[config.mk]
export PLATFORM = sky130hd
export DESIGN_NAME = gf2_trinomial_reduce_flat
export DESIGN_NICKNAME = d
export VERILOG_FILES = /design/src/rtl/gf2_red_pkg.sv /design/src/rtl/gf2_trinomial_reduce_if.sv /design/src/rtl/gf2_red_fold.sv /design/src/rtl/gf2_trinomial_reduce.sv /design/src/flat_wrapper.sv
export SDC_FILE = /design/constraint.sdc
export NUM_CORES = 1
export LEC_CHECK = 0
export CAP_MARGIN = 0
export CELL_PAD_IN_SITES_DETAIL_PLACEMENT = 1
export CELL_PAD_IN_SITES_GLOBAL_PLACEMENT = 1
export CORE_MARGIN = 1.5
export CORE_UTILIZATION = 41
export CTS_CLUSTER_SIZE = 20
export DETAILED_ROUTE_END_ITERATION = 6
export PLACE_DENSITY = 0.81
export SYNTH_ARGS = -nofsm -noshare
export SYNTH_HDL_FRONTEND = slang
export SYNTH_HIERARCHICAL = 1
export SYNTH_SLANG_ARGS = --single-unit
[constraint.sdc]
create_clock -name clk -period 4.9 [get_ports clk]
set_input_delay 0.49 -clock clk [delete_from_list [all_inputs] [get_ports clk]]
set_output_delay 0.49 -clock clk [all_outputs]
set_load 0.01 [all_outputs]
[src/rtl/gf2_red_pkg.sv]
// Shared defaults, FSM state type and cycle-count helper for the GF(2^M) trinomial reducer.
// Optional feature macro used by this slice: GF2_RED_ZERO_FLAG_EN.
package gf2_red_pkg;

  localparam int GF2_RED_N = 192;
  localparam int GF2_RED_M = 191;
  localparam int GF2_RED_K = 9;
  localparam int GF2_RED_D = 8;

  typedef enum logic [1:0] {
    IDLE,
    REDUCE,
    DONE
  } red_state_e;

  // Number of REDUCE cycles: ceil((2N-M)/D).
  function automatic int calc_cycles(input int n, input int m, input int d);
    return (2 * n - m + d - 1) / d;
  endfunction

endpackage

[src/rtl/gf2_trinomial_reduce_if.sv]
// Valid/ready handshake bundle between the product source, the reducer and the result consumer.
// out_zero exists only when GF2_RED_ZERO_FLAG_EN is defined.
interface gf2_trinomial_reduce_if
  import gf2_red_pkg::*;
#(
  parameter int N = GF2_RED_N,
  parameter int M = GF2_RED_M
);

  logic             in_valid;
  logic             in_ready;
  logic [2*N-1:0]   in_prod;
  logic             out_valid;
  logic             out_ready;
  logic [M-1:0]     out_res;
  logic             busy;
`ifdef GF2_RED_ZERO_FLAG_EN
  logic             out_zero;

  modport master (
    output in_valid, in_prod, out_ready,
    input  in_ready, out_valid, out_res, busy, out_zero
  );

  modport slave (
    input  in_valid, in_prod, out_ready,
    output in_ready, out_valid, out_res, busy, out_zero
  );
`else
  modport master (
    output in_valid, in_prod, out_ready,
    input  in_ready, out_valid, out_res, busy
  );

  modport slave (
    input  in_valid, in_prod, out_ready,
    output in_ready, out_valid, out_res, busy
  );
`endif

endinterface

[src/rtl/gf2_red_fold.sv]
// Combinational single-digit fold: every set bit in [max(hi-D+1, M), hi] is cleared and
// reinjected at i-M+K and i-M, using x^M = x^K + 1.
module gf2_red_fold #(
  parameter int N = 192,
  parameter int M = 191,
  parameter int K = 9,
  parameter int D = 8
) (
  input  logic [2*N-1:0]         acc,
  input  logic [$clog2(2*N)-1:0] hi,
  output logic [2*N-1:0]         acc_next
);

  localparam int W = 2 * N;

  // Targets always fall below the window because D <= M-K, so reading acc for the
  // window test while accumulating into acc_next is order-independent.
  always_comb begin
    acc_next = acc;
    for (int i = M; i < W; i++) begin
      if ((int'(hi) >= i) && ((int'(hi) - i) < D) && acc[i]) begin
        acc_next[i]         = 1'b0;
        acc_next[i - M + K] = acc_next[i - M + K] ^ 1'b1;
        acc_next[i - M]     = acc_next[i - M] ^ 1'b1;
      end
    end
  end

endmodule

[src/rtl/gf2_trinomial_reduce.sv]
// Digit-serial reduction of a 2N-bit carry-less product modulo x^M + x^K + 1, D bits per cycle.
// Define GF2_RED_ZERO_FLAG_EN to add the registered out_zero flag.
module gf2_trinomial_reduce
  import gf2_red_pkg::*;
#(
  parameter int N = GF2_RED_N,
  parameter int M = GF2_RED_M,
  parameter int K = GF2_RED_K,
  parameter int D = GF2_RED_D
) (
  input  logic                   clk,
  input  logic                   rst,
  gf2_trinomial_reduce_if.slave  bus
);

  localparam int W  = 2 * N;
  localparam int PW = $clog2(W);

  if ((D < 1) || (D > M - K) || (K < 1) || (K >= M) || (W <= M)) begin : g_param_check
    $error("gf2_trinomial_reduce: illegal parameters (need 0<K<M<2N and 1<=D<=M-K)");
  end

  red_state_e      state_q, state_d;
  logic [W-1:0]    acc_q;
  logic [W-1:0]    acc_fold;
  logic [PW-1:0]   hi_q;
  logic            last_digit;

  gf2_red_fold #(.N(N), .M(M), .K(K), .D(D)) u_fold (
    .acc      (acc_q),
    .hi       (hi_q),
    .acc_next (acc_fold)
  );

  // The current digit's lower edge reaches M once hi-D+1 <= M.
  assign last_digit = (int'(hi_q) < (M + D));

  always_ff @(posedge clk) begin
    if (rst) begin
      state_q <= IDLE;
    end else begin
      state_q <= state_d;
    end
  end

  always_comb begin
    state_d       = state_q;
    bus.in_ready  = 1'b0;
    bus.out_valid = 1'b0;
    bus.busy      = 1'b0;
    case (state_q)
      IDLE: begin
        bus.in_ready = 1'b1;
        if (bus.in_valid) state_d = REDUCE;
      end
      REDUCE: begin
        bus.busy = 1'b1;
        if (last_digit) state_d = DONE;
      end
      DONE: begin
        bus.busy      = 1'b1;
        bus.out_valid = 1'b1;
        if (bus.out_ready) state_d = IDLE;
      end
      default: state_d = IDLE;
    endcase
  end

  always_ff @(posedge clk) begin
    if (rst) begin
      acc_q <= '0;
      hi_q  <= '0;
    end else begin
      case (state_q)
        IDLE: begin
          if (bus.in_valid) begin
            acc_q <= bus.in_prod;
            hi_q  <= PW'(W - 1);
          end
        end
        REDUCE: begin
          acc_q <= acc_fold;
          hi_q  <= hi_q - PW'(D);
        end
        default: ;
      endcase
    end
  end

  // The accumulator is frozen in DONE, so the result needs no separate holding register.
  assign bus.out_res = (state_q == DONE) ? acc_q[M-1:0] : '0;

`ifdef GF2_RED_ZERO_FLAG_EN
  logic zero_q;

  always_ff @(posedge clk) begin
    if (rst) begin
      zero_q <= 1'b0;
    end else if ((state_q == REDUCE) && last_digit) begin
      zero_q <= (acc_fold[M-1:0] == '0);
    end else if ((state_q == DONE) && bus.out_ready) begin
      zero_q <= 1'b0;
    end
  end

  assign bus.out_zero = zero_q;
`endif

endmodule

[src/flat_wrapper.sv]
// flat-port wrapper written by rule: the top's interface ports become plain ports
module gf2_trinomial_reduce_flat import gf2_red_pkg::*;
#(
  parameter int N = GF2_RED_N,
  parameter int M = GF2_RED_M,
  parameter int K = GF2_RED_K,
  parameter int D = GF2_RED_D
)
  (clk, rst, bus_in_valid, bus_in_prod, bus_out_ready, bus_in_ready, bus_out_valid, bus_out_res, bus_busy);
  gf2_trinomial_reduce_if #(.N(N), .M(M)) bus_i ();
  input  logic clk;
  input  logic rst;
  input wire logic [$bits(bus_i.in_valid)-1:0] bus_in_valid;
  input wire logic [$bits(bus_i.in_prod)-1:0] bus_in_prod;
  input wire logic [$bits(bus_i.out_ready)-1:0] bus_out_ready;
  output wire logic [$bits(bus_i.in_ready)-1:0] bus_in_ready;
  output wire logic [$bits(bus_i.out_valid)-1:0] bus_out_valid;
  output wire logic [$bits(bus_i.out_res)-1:0] bus_out_res;
  output wire logic [$bits(bus_i.busy)-1:0] bus_busy;
  assign bus_i.in_valid = bus_in_valid;
  assign bus_i.in_prod = bus_in_prod;
  assign bus_i.out_ready = bus_out_ready;
  assign bus_in_ready = bus_i.in_ready;
  assign bus_out_valid = bus_i.out_valid;
  assign bus_out_res = bus_i.out_res;
  assign bus_busy = bus_i.busy;
  gf2_trinomial_reduce #(.N(N), .M(M), .K(K), .D(D)) u_core (.clk(clk), .rst(rst), .bus(bus_i));
endmodule
==> flow_summary.ini, run 1 <==
[synthesis]
syn-cell-area_sq_um = 41920
synth.distinct_cells = 126
seq_area_frac_synth = 0.1877
syn_avg_cell_area_sq_um = 7.836
synthesis.nets = 5768
postSynthCellCount = 5350
synth_enable_flop_cells = 0
synth_warnings = 6
synth_seq_cells = 393
synth_ff_type = dfxtp_1
ys_async_sr_fraction = 0

[clock_tree]
ctsRootBufferMaster = clkbuf_16
cts.sinks = 393
ctsLongestPathBuffers = 3
postCtsHoldBufs = 0
cts_post_setup_buffers_inserted = 0
htreeDepth = 2
cts_resized = 0
cts_buffers = 48

[placement]
gp_congestion = 1.222
hpwl_mm = 257.4
io_buffers = 581

[grt]
overflow = 8
grt_pass1_vias = 64436
grt_pass1_wl_mm = 523.3
grt_start_max_net_pins = 130
track_usage = 0.7053

[die]
die_x_um = 322.8
num_rows = 117
initial_core_util = 0.4126
io_pins = 582
die_h_um = 322.8

[run_status]
error_line = [ERROR GRT-0116] Global routing finished with congestion. Check the congestion regions in the DRC Viewer.
status = aborted with a tool error
stop_stage = global routing
routing by layer:
layer / global-route usage / overflow
met2: 0.8929 / 1
met5: 0.2370 / 0
met4: 0.7050 / 7
met1: 0.7249 / 0
met3: 0.4899 / 0
metrics by stage:
stage	std cells	util	worst slack [ns]	area, sq um	hold slack [ns]
floorplan	5350	-	1.106	41920	0.4653
global placement	7971	0.5595	0.8071	56850	0.4866
detailed placement	7971	0.5595	0.7113	56850	0.5192
CTS	8056	0.5758	0.5450	58490	0.4328
cell usage after synthesis, types with 30 or more instances:
library cell | instances | area share
nor2_1 | 572 | 0.051
xnor2_1 | 441 | 0.092
mux2i_1 | 408 | 0.097
dfxtp_1 | 393 | 0.19
a21oi_1 | 301 | 0.036
o21ai_0 | 291 | 0.035
and2_1 | 271 | 0.040
nand2_1 | 258 | 0.023
buf_2 | 231 | 0.028
a211oi_1 | 217 | 0.039
a211oi_2 | 207 | 0.062
clkbuf_1 | 174 | 0.016
nand3_1 | 112 | 0.013
xor2_1 | 97 | 0.020
nor2b_1 | 89 | 0.013
a31oi_1 | 77 | 0.011
nor3_1 | 75 | 0.0090
o211ai_1 | 66 | 0.012
o21a_1 | 52 | 0.0093
inv_1 | 51 | 0.0046
a21boi_0 | 50 | 0.0090
buf_6 | 49 | 0.013
and3_1 | 45 | 0.0067
buf_4 | 45 | 0.0081
nand2b_1 | 37 | 0.0055
nand4_1 | 37 | 0.0055
a21o_1 | 33 | 0.0059
ha_1 | 30 | 0.0090
logic make-up after synthesis:
kind of cell	synth area share
simple gates	0.2145
compound gates	0.2974
buf+inv	0.07127
xor+xnor	0.1205
mux	0.09849
flops	0.1877
fa+ha+maj	0.01018
==> run 2, diff against run 1 <==
--- a/config.mk
+++ b/config.mk
@@ -6,13 +6,10 @@
 export NUM_CORES = 1
 export LEC_CHECK = 0
 export CAP_MARGIN = 0
-export CELL_PAD_IN_SITES_DETAIL_PLACEMENT = 1
-export CELL_PAD_IN_SITES_GLOBAL_PLACEMENT = 1
 export CORE_MARGIN = 1.5
-export CORE_UTILIZATION = 41
-export CTS_CLUSTER_SIZE = 20
+export CORE_UTILIZATION = 26
 export DETAILED_ROUTE_END_ITERATION = 6
-export PLACE_DENSITY = 0.81
+export PLACE_DENSITY_LB_ADDON = 0.15
 export SYNTH_ARGS = -nofsm -noshare
 export SYNTH_HDL_FRONTEND = slang
 export SYNTH_HIERARCHICAL = 1
==> run 2 against run 1 <==
The flow now finishes without violations. Synthesized cell count is the same. Synthesized area is the same.
==> flow_summary.ini, run 2 <==
[cells_and_area]
largest_reg_flops = 384
layout_common_cells = 1229 x buf_4, 580 x clkdlybuf4s50_1, 567 x nor2_1, 441 x xnor2_1, 408 x mux2i_1
reg_top3 = u_core/acc_q: 384 flops, u_core/hi_q: 7 flops, u_core/state_q: 2 flops
layout.nets = 7213
drive_gt1_frac = 0.2608
areaGrowthSynthToFinish_pct = 45.21
top_register = u_core/acc_q
layout.cells.most_common = buf_4
post-route-util = 0.3796
instances_no_fill = 9006

[die]
die_h_um = 404.5
io_pins = 582
fp.dieArea_sq_um = 163700
num_rows = 147
die_x_um = 404.5
initial_core_util = 0.2614
design.core.area_sq_um = 160400

[timing]
skew_ns = 0.03138
slew_headroom = 0.09638
worst_slew_pin_slew_ns = 1.350
finalCriticalPeriod_ns = 4.813
slew_violations = 0
fin_crit_sh = 0.9822
hold_viol_final = 0
tns_ns = 0
rsz0062_at_grt = no
setup_viol = 0
fmax_mhz = 207.8

[placement]
gp_congestion = 1.098
io_buffers = 581
hpwl_mm = 265.3
dp_cells = 8900

[flow_run]
max_cap_violations = 0

[detailed_routing]
ant_nets = 0
drt_wl_total_mm = 333.4
avgViaCountPerCell = 5.674
drtIter0Drc = 6089
remaining_drc_errors = 0
wire_per_inst_um = 37.02
num_vias = 51104
drtPass1Iterations = 6

[power]
vdd_drop_max_mv = 0.3571
swShare = 0.5419
power_frac_comb = 0.755
power.switching_w = 0.02150
p_seq_frac = 0.143
p_per_area_nw_per_um2 = 651.6
p_int_w = 0.01817
clkPwrFrac = 0.102
p_leak_nw = 23.13

[setup_path]
slowest_delay_ns = 1.02
cp.required_ns = 5.44
ff2ff_setup_slack_ns = 0.09
path_max_fanout = 7
crit_path_end_kind = register
critPathSlowestCell = a211oi_2
crit_chain = inv_2 -> buf_4 -> ha_1 -> buf_4 -> buf_4 -> nor4b_4 -> a22oi_1 -> buf_4 -> nand2_1 -> buf_4 -> a32oi_1 -> a211oi_2 -> buf_4 -> and2_1 -> xnor3_1 -> mux2i_1 -> a211oi_2
crit_path_start_kind = register
cp_top_family = compound AO/OA/AOI/OAI gates
cp.arrival_ns = 5.35
crit_buf_inv = 7
worstSetupPathType = register to register
timing.critical_path.mode_cell = buf_4

[synthesis]
synth_ff_type = dfxtp_1
synth-simple-area-share = 0.2145
synth-xor-area-share = 0.1205
syn-cell-area_sq_um = 41920
postSynthCellCount = 5350
synthTopCellsByArea = dfxtp_1 19%, mux2i_1 9.7%, xnor2_1 9.2%
synth_warnings = 6
synth_mux_area_frac = 0.09849
synthTopCellsByCount = 572 x nor2_1, 441 x xnor2_1, 408 x mux2i_1, 393 x dfxtp_1, 301 x a21oi_1
synth_fa_ha_area_frac = 0.01018
synth_enable_flop_cells = 0
synth_top_area_frac = 0.1877
synth_compound_area_frac = 0.2974
synth_top_family_by_area = compound AO/OA/AOI/OAI gates
syn_avg_cell_area_sq_um = 7.836
ys_async_sr_fraction = 0
seq_area_frac_synth = 0.1877
synthesis.nets = 5768
synth_seq_cells = 393
synth.most_common_cell = nor2_1
yosysTopAreaCell = dfxtp_1
synth.distinct_cells = 126

[grt]
antenna_found_initial = 27
grt_pass1_wl_mm = 438.7
grt_start_max_net_pins = 124
track_usage = 0.3925
overflow = 0
grt_pass1_vias = 48337

[clock_tree]
cts_resized = 0
ctsLongestPathBuffers = 3
cts.sinks = 393
cts_post_setup_buffers_inserted = 0
cts_tree = yes
htreeDepth = 2
cts_buffers = 53
ctsRootBufferMaster = clkbuf_16
clk_latency_ns = 0.68
postCtsHoldBufs = 0
clkTransAtPathRegs_ns = 0.07

[run_status]
status = finished, final reports clean

[min_path]
hold_path.class = input port to register
## run 2: cell counts after synthesis
No cell type changed its count.
## run 2: power by group through the flow
stage | logic (W) | registers (W) | clock network, W
6_report | 0.0299 | 0.00569 | 0.00404
5_1_grt | 0.0306 | 0.00587 | 0.00424
4_1_cts | 0.0289 | 0.00568 | 0.00415
3_5_place_dp | 0.0288 | 0.00574 | 0
3_3_place_gp | 0.0288 | 0.00567 | 0
2_1_floorplan | 0.0147 | 0.00533 | 0
## run 2: worst paths after layout
kind,cells past startpoint,end,from
worst max register to register,17,u_core/acc_q[155],u_core/hi_q[3]
worst min-delay path,2,u_core/acc_q[179],rst
worst min register to register,2,u_core/acc_q[362],u_core/acc_q[362]
worst max-delay path,17,u_core/acc_q[155],u_core/hi_q[3]
## run 2: logic make-up (layout without fill, tap and decap cells)
kind of cell	count (synthesis)	count (layout)
AOI/OAI and AO/OA	1658	1658
xor gates and xnor gates	553	553
adders and majority gates	35	35
buffers and inverters	576	2063
DFF	393	393
muxes	412	412
other	0	9
and+or+nand+nor	1723	1723
## run 2: metal layers
layer | global-route usage | wire [um]
met1 | 0.5026 | 137300
met2 | 0.5812 | 138000
met3 | 0.09647 | 31020
met4 | 0.2593 | 26920
met5 | 0 | 125
## run 2: final cells by class
cell class | instances | area (sq um)
flip-flops and latches | 393 | 7891
clock inverters | 15 | 171.4
multi-input cells | 4381 | 31310
well taps | 2160 | 2703
clock buffers | 82 | 1567
inverters | 59 | 224.0
diodes | 9 | 22.52
repair buffers | 1907 | 16990
fillers | 16825 | 99510
## run 2: metrics by stage
step	total power (W)	cell area [sq um]	hold WS (ns)	worst slack, ns
4_1_cts	0.03872	60850	0.3658	0.2167
6_report	0.03967	60880	0.3573	0.08731
2_1_floorplan	0.02000	41920	0.4653	1.106
3_5_place_dp	0.03450	59120	0.4977	0.2804
5_1_grt	0.04072	60860	0.4128	0.08172
3_3_place_gp	0.03450	59120	0.4873	0.2637
No activity file was read; power rests on OpenSTA's default activity.
